File: src/rtl/psram_arbiter.sv
// psram_arbiter: shares the memCtrl PSRAM port between video (0), CPU (1) and loader (2),
// one byte access at a time, with a video starvation guard and a per-phase timeout.
module psram_arbiter #(
    parameter int VID_MAX = 4,
    parameter int TIMEOUT = 255
) (
    input  logic        clkSys,
    input  logic        rst,
    input  logic [2:0]  i_req,
    input  logic [2:0]  i_we,
    input  logic [71:0] i_addr,
    input  logic [23:0] i_wdata,
    input  logic [2:0]  i_bank,
    output logic [2:0]  o_gnt,
    output logic [2:0]  o_done,
    output logic [2:0]  o_err,
    output logic [7:0]  o_rdata,
    output logic [1:0]  o_owner,
    output logic        mc_cs_n,
    output logic        mc_write,
    output logic [23:0] mc_addr,
    output logic        mc_bank,
    output logic [7:0]  mc_wdata,
    input  logic        mc_busy,
    input  logic        mc_dataReady,
    input  logic [7:0]  mc_rdata,
    input  logic        mc_idle
);
    localparam int TW = $clog2(TIMEOUT + 1);
    localparam int VW = $clog2(VID_MAX + 1);

    typedef enum logic [2:0] {IDLE, ISSUE, WAIT_ACC, WAIT_DONE, RECOVER} state_t;

    state_t          r_state, w_state;
    logic [TW-1:0]   r_timer, w_timer;
    logic [VW-1:0]   r_vid_cnt, w_vid_cnt;
    logic [1:0]      r_rr, w_rr;
    logic [2:0]      w_gnt, w_done, w_err, w_own_oh;
    logic [7:0]      w_rdata, w_wdata;
    logic [1:0]      w_owner, w_win;
    logic            w_cs_n, w_write, w_bank;
    logic [23:0]     w_addr;
    logic            w_arb, w_vid_block, w_tmo, w_cmp;

    assign w_arb       = (r_state == IDLE) && mc_idle && !mc_busy && (i_req != 3'b000);
    assign w_vid_block = (r_vid_cnt == VW'(VID_MAX)) && (i_req[1] | i_req[2]);
    assign w_win       = (i_req[0] && !w_vid_block) ? 2'd0 :
                         (i_req[1] && i_req[2])     ? r_rr :
                         i_req[1]                   ? 2'd1 : 2'd2;
    // the compare fires one cycle early so the registered pulse lands after TIMEOUT cycles
    assign w_tmo       = r_timer == TW'(TIMEOUT - 1);
    assign w_cmp       = !mc_busy && (mc_write || mc_dataReady);
    assign w_own_oh    = 3'b001 << o_owner;

    always_comb begin
        w_state   = r_state;
        w_timer   = r_timer;
        w_vid_cnt = r_vid_cnt;
        w_rr      = r_rr;
        w_gnt     = 3'b000;
        w_done    = 3'b000;
        w_err     = 3'b000;
        w_rdata   = o_rdata;
        w_owner   = o_owner;
        w_cs_n    = mc_cs_n;
        w_write   = mc_write;
        w_addr    = mc_addr;
        w_bank    = mc_bank;
        w_wdata   = mc_wdata;
        case (r_state)
            IDLE: if (w_arb) begin
                w_gnt     = 3'b001 << w_win;
                w_owner   = w_win;
                w_cs_n    = 1'b0;
                w_write   = i_we[w_win];
                w_bank    = i_bank[w_win];
                w_addr    = (w_win == 2'd0) ? i_addr[23:0]  : (w_win == 2'd1) ? i_addr[47:24]  : i_addr[71:48];
                w_wdata   = (w_win == 2'd0) ? i_wdata[7:0]  : (w_win == 2'd1) ? i_wdata[15:8]  : i_wdata[23:16];
                w_timer   = '0;
                w_state   = ISSUE;
                w_vid_cnt = (w_win != 2'd0) ? '0 :
                            (r_vid_cnt == VW'(VID_MAX)) ? r_vid_cnt : r_vid_cnt + 1'b1;
                w_rr      = (w_win == 2'd0) ? r_rr : (w_win == 2'd1) ? 2'd2 : 2'd1;
            end
            ISSUE: begin
                w_cs_n  = 1'b1;
                w_state = WAIT_ACC;
            end
            WAIT_ACC: begin
                if (mc_busy) begin
                    w_state = WAIT_DONE;
                    w_timer = '0;
                end else if (w_tmo) begin
                    w_done  = w_own_oh;
                    w_err   = w_own_oh;
                    w_state = RECOVER;
                end else
                    w_timer = r_timer + 1'b1;
            end
            WAIT_DONE: begin
                if (w_cmp) begin
                    w_done  = w_own_oh;
                    w_rdata = mc_write ? o_rdata : mc_rdata;
                    w_owner = 2'd3;
                    w_state = IDLE;
                end else if (w_tmo) begin
                    w_done  = w_own_oh;
                    w_err   = w_own_oh;
                    w_state = RECOVER;
                end else
                    w_timer = r_timer + 1'b1;
            end
            RECOVER: if (mc_idle && !mc_busy) begin
                w_owner = 2'd3;
                w_state = IDLE;
            end
            default: w_state = IDLE;
        endcase
    end

    always_ff @(posedge clkSys or negedge rst) begin
        if (!rst) begin
            r_state   <= IDLE;
            r_timer   <= '0;
            r_vid_cnt <= '0;
            r_rr      <= 2'd1;
            o_gnt     <= 3'b000;
            o_done    <= 3'b000;
            o_err     <= 3'b000;
            o_rdata   <= 8'h00;
            o_owner   <= 2'd3;
            mc_cs_n   <= 1'b1;
            mc_write  <= 1'b0;
            mc_addr   <= 24'h0;
            mc_bank   <= 1'b0;
            mc_wdata  <= 8'h00;
        end else begin
            r_state   <= w_state;
            r_timer   <= w_timer;
            r_vid_cnt <= w_vid_cnt;
            r_rr      <= w_rr;
            o_gnt     <= w_gnt;
            o_done    <= w_done;
            o_err     <= w_err;
            o_rdata   <= w_rdata;
            o_owner   <= w_owner;
            mc_cs_n   <= w_cs_n;
            mc_write  <= w_write;
            mc_addr   <= w_addr;
            mc_bank   <= w_bank;
            mc_wdata  <= w_wdata;
        end
    end
endmodule

File: config.mk
export PLATFORM = sky130hd
export DESIGN_NAME = psram_arbiter
export DESIGN_NICKNAME = d
export VERILOG_FILES = /design/src/rtl/psram_arbiter.sv
export SDC_FILE = /design/constraint.sdc
export NUM_CORES = 1
export LEC_CHECK = 0
export ABC_AREA = 1
export CORE_MARGIN = 1.5
export CORE_UTILIZATION = 30
export DETAILED_ROUTE_END_ITERATION = 8
export PLACE_DENSITY = 0.6
export REMOVE_ABC_BUFFERS = 1
export SKIP_CTS_REPAIR_TIMING = 1
export SLEW_MARGIN = 20
export SYNTH_ARGS = -nofsm -noshare
export SYNTH_HDL_FRONTEND = slang
export SYNTH_SLANG_ARGS = --single-unit
File: constraint.sdc
create_clock -name clkSys -period 1.8 [get_ports clkSys]
set_input_delay 0.54 -clock clkSys [delete_from_list [all_inputs] [get_ports clkSys]]
set_output_delay 0.54 -clock clkSys [all_outputs]
set_load 0.1 [all_outputs]
# Word-level counts from Yosys, hierarchy flattened
# Index checks and enable logic that the tools add are counted.
# W data, S select, Z words.
dict set report word_totals {
  word_cells 99
  output_inout_bits 54
  in_bits 118
  regBits 70
}
dict set report classes {
  shifts 2
  n_addsub 2
  muxes 39
  order_cmp 1
  eq_ne 12
  reduce_logical 26
  n_bitwise 3
}
# operator n
set op_table {}
lappend op_table {{$mux W24} 2}
lappend op_table {{$mux W8} 6}
lappend op_table {{$mux W3} 13}
lappend op_table {{$pmux W8 S3} 1}
lappend op_table {{$pmux W3 S5} 1}
lappend op_table {{$mux W2} 7}
lappend op_table {{$pmux W3 S2} 2}
lappend op_table {{$reduce_and A3 Y1} 4}
lappend op_table {{$ne A2 B2 Y1 const B} 5}
lappend op_table {{$reduce_bool A3 Y1} 3}
lappend op_table {{$add A8 B1 Y8 const B} 1}
lappend op_table {{$eq A8 B8 Y1 const B} 1}
lappend op_table {{$logic_and A1 B1 Y1} 8}
lappend op_table {{$eq A3 B2 Y1 const B} 2}
lappend op_table {{$eq A3 B3 Y1 const B} 2}
lappend op_table {{$pmux W2 S3} 1}
lappend op_table {{$reduce_and A2 Y1} 3}
lappend op_table {{$shl A1 B2 Y3 const A} 2}
lappend op_table {{$bmux W1 S2} 2}
lappend op_table {{$reduce_and A4 Y1} 1}
lappend op_table {{$reduce_bool A2 Y1} 2}
lappend op_table {{$add A3 B1 Y3 const B} 1}
lappend op_table {{$eq A3 B1 Y1 const B} 1}
lappend op_table {{$logic_not A3 Y1} 1}
lappend op_table {{9 further kinds} 13}

# Depth between registers and ports, before layout
dict set report depth {
  word_depth 8
  ltp_mapped 10
  ltp_nobuf 9
}

# Worst setup path after synthesis
# Ideal clock, no wire load.
dict set report synth_timing {
  path_type {register to register}
  startpoint {register mc_write}
  endpoint {register o_owner[0]}
  path_stages_with_launch 8
  t_required_ps 1721
  slack_ps -3
  arrival_time_ps 1724
  setup_time_ps 79
  path_cell_list {dfrtp_1 > nor2_1 > nor2_1 > nand2_1 > clkbuf_1 > nand2_1 > nand3_1 > o21ai_0}
}
dict set report synth_between {
  elab_chain_cells 4
}
# element line_no
set synth_lines {}
lappend synth_lines {{from (decl)} 20} ;# output logic mc_write,
lappend synth_lines {{from (signal assigned)} 148} ;# mc_write <= w_write;
lappend synth_lines {{$logic_or A1 B1 Y1} 52} ;# assign w_cmp = !mc_busy && (mc_write || mc_dataReady);
lappend synth_lines {{$logic_and A1 B1 Y1} 52}
lappend synth_lines {{$ne A2 B2 Y1 (no source line)} n/a}
lappend synth_lines {{$reduce_and A4 Y1 (no source line)} n/a}
lappend synth_lines {{to (signal assigned)} 146} ;# o_owner <= w_owner;
lappend synth_lines {{to (decl)} 18} ;# output logic [1:0] o_owner,
# Every way passes these cells.
# A chain may end at the register's enable or synchronous reset.

# Worst setup path in the final report
dict set report layout_timing {
  startpoint {register r_vid_cnt[1]}
  endpoint {register mc_wdata[5]}
}
dict set report layout_between {
  elab_chain_cells 8
  word_cells_on_any_way 9
  classes_between {2 x eq/ne; 3 x mux; 4 x reduce/logical}
}
# element line_no
set layout_lines {}
lappend layout_lines {{from (decl)} 36} ;# logic [VW-1:0] r_vid_cnt, w_vid_cnt;
lappend layout_lines {{from (signal assigned)} 140} ;# r_vid_cnt <= w_vid_cnt;
lappend layout_lines {{$eq A3 B3 Y1 (*)} 46} ;# assign w_vid_block = (r_vid_cnt == VW'(VID_MAX)) && (i_req[1] | i_req[2]);
lappend layout_lines {{$logic_and A1 B1 Y1 (*)} 46}
lappend layout_lines {{$logic_not A1 Y1 (*)} 47} ;# assign w_win = (i_req[0] && !w_vid_block) ? 2'd0 :
lappend layout_lines {{$logic_and A1 B1 Y1 (*)} 47}
lappend layout_lines {{$mux W2 (*)} 47}
lappend layout_lines {{$eq A2 B1 Y1} 78} ;# w_wdata = (w_win == 2'd0) ? i_wdata[7:0] : (w_win == 2'd1) ? i_wdata[15:8] : i_wdata[23:16];
lappend layout_lines {{$mux W8} 78}
lappend layout_lines {{$mux W8 (*)} 78}
lappend layout_lines {{to (signal assigned)} 151} ;# mc_wdata <= w_wdata;
lappend layout_lines {{to (decl)} 23} ;# output logic [7:0] mc_wdata,
# Every way passes the cells marked *; elsewhere a longest branch is shown, timed or not.

==> results by group <==
Run status
  – Status: complete, no violations

Timing
  – Max-slew violation count: 0
  – Endpoints failing setup: 0
  – Final Hold Fails: 0
  – Worst-margin pin slew: 0.3873 ns
  – Minimum clock period: between 1.5 and 2 ns
  – Unrepaired setup endpoints after global routing: yes
  – Skew final: ~0.0052 ns
  – Relative slew slack: 0.7418
  – Setup ws final: 0.06055 ns
  – Max Freq: 0.5749 GHz
  – Final worst-path cycle share: 0.9664

Floorplanning
  – Initial core utilization: 0.3064
  – Die Ht: approximately 120 microns
  – Row count: between 40 and 50
  – DIE AREA: between 0.01 and 0.015 sq mm
  – IO Count: about 170
  – Placeable Area: 0.01383 sq mm
  – Die X: ~120 microns

Global route
  – First-pass GRT wire length: ~21 mm
  – Total grt overflow: 0
  – Vias in the first global route: ~4400
  – Gr usage total: 0.1859
  – Largest net degree at the start of global routing: 71
  – Initial antenna violation count: 0

CTS
  – Clock buffers created by TritonCTS: 9
  – Worst-skew pair later-pin latency: about 0.33 ns
  – Root Buffer: clkbuf_16
  – CTS tree: yes
  – Max Root-Sink Buffers: 2
  – Worst-path clk slew: about 0.06 ns
  – H-tree depth: 3
  – Sink Count: 70

Route
  – # DRC: 0
  – First-pass detailed-route iteration total: 5
  – Wirelength per Cell: between 10 and 15 microns
  – Detail Route Antenna Nets: 0
  – Initial DRC count: 256
  – Final wirelength: between 10 and 15 mm
  – Via density: ~4.7
  – Via count: between 4000 and 5000

Layout
  – Fraction of layout cells with a size suffix above 1: 0.2111
  – Fin nets: 894
  – Register area: 0.001757 sq mm
  – Synthesis-to-layout area growth: 72.59%
  – Fillers: 1255
  – Commonest non-fill, non-tap cell in the layout: nand2_1
  – Area of the multi-input gates: a little under 0.002 sq mm
  – ANT cells: 0
  – Core Util, Final: 0.5288
  – Commonest non-fill, non-tap cells in the layout: nand2_1 (177), clkdlybuf4s50_1 (114), inv_1 (92)

Setup path
  – Critical Path Stages: 10
  – Critical Path, Cell by Cell: inv_1 > ha_2 > nand2_4 > o21ai_4 > o21ai_4 > nand2_2 > clkinv_4 > clkbuf_16 > nand2_1 > nand3_2
  – Worst path arrival time: between 1.5 and 2 ns
  – Worst Path Buf+Inv: 3
  – Worst Setup End Kind: register
  – Crit path top cell by count: o21ai_4
  – Crit-path leading delay family: flip-flops
  – Crit Path Max Fanout: 6
  – Slowest stage delay, CP: 0.39 ns
  – Worst path required time: between 2 and 2.5 ns
  – Setup crit start kind: register
  – Crit path kind: register to register
  – Reg2Reg Depth: 10
  – CP max stage cell: dfrtp_1

Synth
  – Yosys cell types: 33
  – Post-Syn Area: approximately 0.0042 sq mm
  – Top post-synthesis cells by area: dfrtp_1 (39%), nand2_1 (16%), inv_1 (8.2%)
  – Mapped Avg Cell Area: about 7.4 sq um
  – Number of synthesized flops with an enable pin: 0
  – Main synth FF type: dfrtp_1
  – Synth Instances: 570
  – Top-area cell type share of the netlist area: 0.3898
  – Number of synthesized register bits: 70
  – Cell accounting for the most synthesized area: dfrtp_1
  – Ys Warns: 0
  – Post-synth ARST share: 1.000
  – Post-synthesis sequential area ratio: 0.4146

Power
  – Maximum vdd drop: between 0.8 and 0.9 mV
  – Sw Pwr: 6.324 mW
  – P_int: 6.033 mW
  – Leakage power: ~3.7 nW
  – Clock Power Share: 0.138
  – P per Cell Area: 1690 mW/mm^2
  – Sw frac: 0.5118
  – Comb pwr share: 0.633
  – Seq pwr share: 0.229

Placement
  – Place WS: -0.4609 ns
  – GPL Wtd Cong: 0.9294
  – PortBufs: around 170
  – Hpwl dp: 10.18 mm

Job
  – Max Cap Viol: 0

Worst hold path
  – Worst Hold Class: input pin to asynchronous set/reset pin
[power by group through the flow]
| stage | logic [mW] | clock network [mW] | registers, mW |
|---|---|---|---|
| 6_report | 7.82 | 1.71 | 2.83 |
| 2_1_floorplan | 1.34 | 0 | 5.92 |
| 3_5_place_dp | 7.77 | 0 | 2.83 |
| 3_3_place_gp | 7.67 | 0 | 2.83 |
| 5_1_grt | 8.20 | 1.81 | 2.90 |
| 4_1_cts | 7.77 | 1.75 | 2.83 |
[synth_stat cells, types with 5 or more instances]
cell      count
buf_6         5
clkbuf_1      5
clkbuf_8      5
dfrtp_1      66
inv_1        93
nand2_1     185
nand3_1      61
nand3_2      14
nand4_1      37
nor2_1       32
o21ai_0      20
[kinds of logic (layout without fill, tap and decap cells)]
group / Yosys count / count (layout) / synth area share
compound gates: 29 / 29 / 0.04401
simple gates: 345 / 345 / 0.3842
flops: 70 / 70 / 0.4146
xor+xnor: 1 / 1 / 0.002068
buf+inv: 121 / 328 / 0.1432
fa+ha+maj: 4 / 4 / 0.01181
[through the flow]
| step | hold slack [ns] | TNS, ns | cells | power (mW) | area (sq um) |
|---|---|---|---|---|---|
| 3_5_place_dp | 0.4819 | -23.19 | 933 | 10.60 | 6855 |
| 2_1_floorplan | 0.2444 | -13.09 | 545 | 7.256 | 3990 |
| 6_report | 0.2063 | 0 | 957 | 12.36 | 7312 |
| 4_1_cts | 0.2321 | -2.736 | 949 | 12.35 | 7143 |
| 5_1_grt | 0.2491 | -0.9338 | 957 | 12.91 | 7312 |
| 3_3_place_gp | 0.4817 | -20.16 | 933 | 10.50 | 6855 |
[layer usage]
metal  track usage  vias to the layer above  routed length [microns]
li1              -                     2201                        -
met1        0.2190                     2067                     5411
met2        0.3048                      210                     6582
met3       0.05946                       23                     1304
met4       0.09191                        0                      335
met5             0                        -                        0
[final cells by class]
type,instances,area share
flip-flops and latches,70,0.2402
multi-input cells,379,0.2633
clock buffers,13,0.03696
repair buffers,216,0.3763
clock inverters,3,0.002396
inverters,96,0.04997
well taps,180,0.03080
[state kept, by name (all words and copies together) (netlist names)]
register / cells
o_err: 3
o_rdata: 8
mc_wdata: 8
mc_cs_n: 1
mc_write: 1
r_vid_cnt: 3
r_rr: 2
o_owner: 2
r_state: 3
r_timer: 8
o_done: 3
mc_addr: 24
mc_bank: 1
o_gnt: 3
[worst paths after layout]
path | start | end | slack (ns)
max | r_vid_cnt[1] | mc_wdata[5] | 0.06
max in group asynchronous | rst | r_rr[0] | 1.26
min reg2reg | mc_cs_n | mc_cs_n | 0.48
min in group clkSys | mc_cs_n | mc_cs_n | 0.48
max reg2reg | r_vid_cnt[1] | mc_wdata[5] | 0.06
min | rst | o_err[1] | 0.21
No activity file was read; power rests on OpenSTA's default activity.
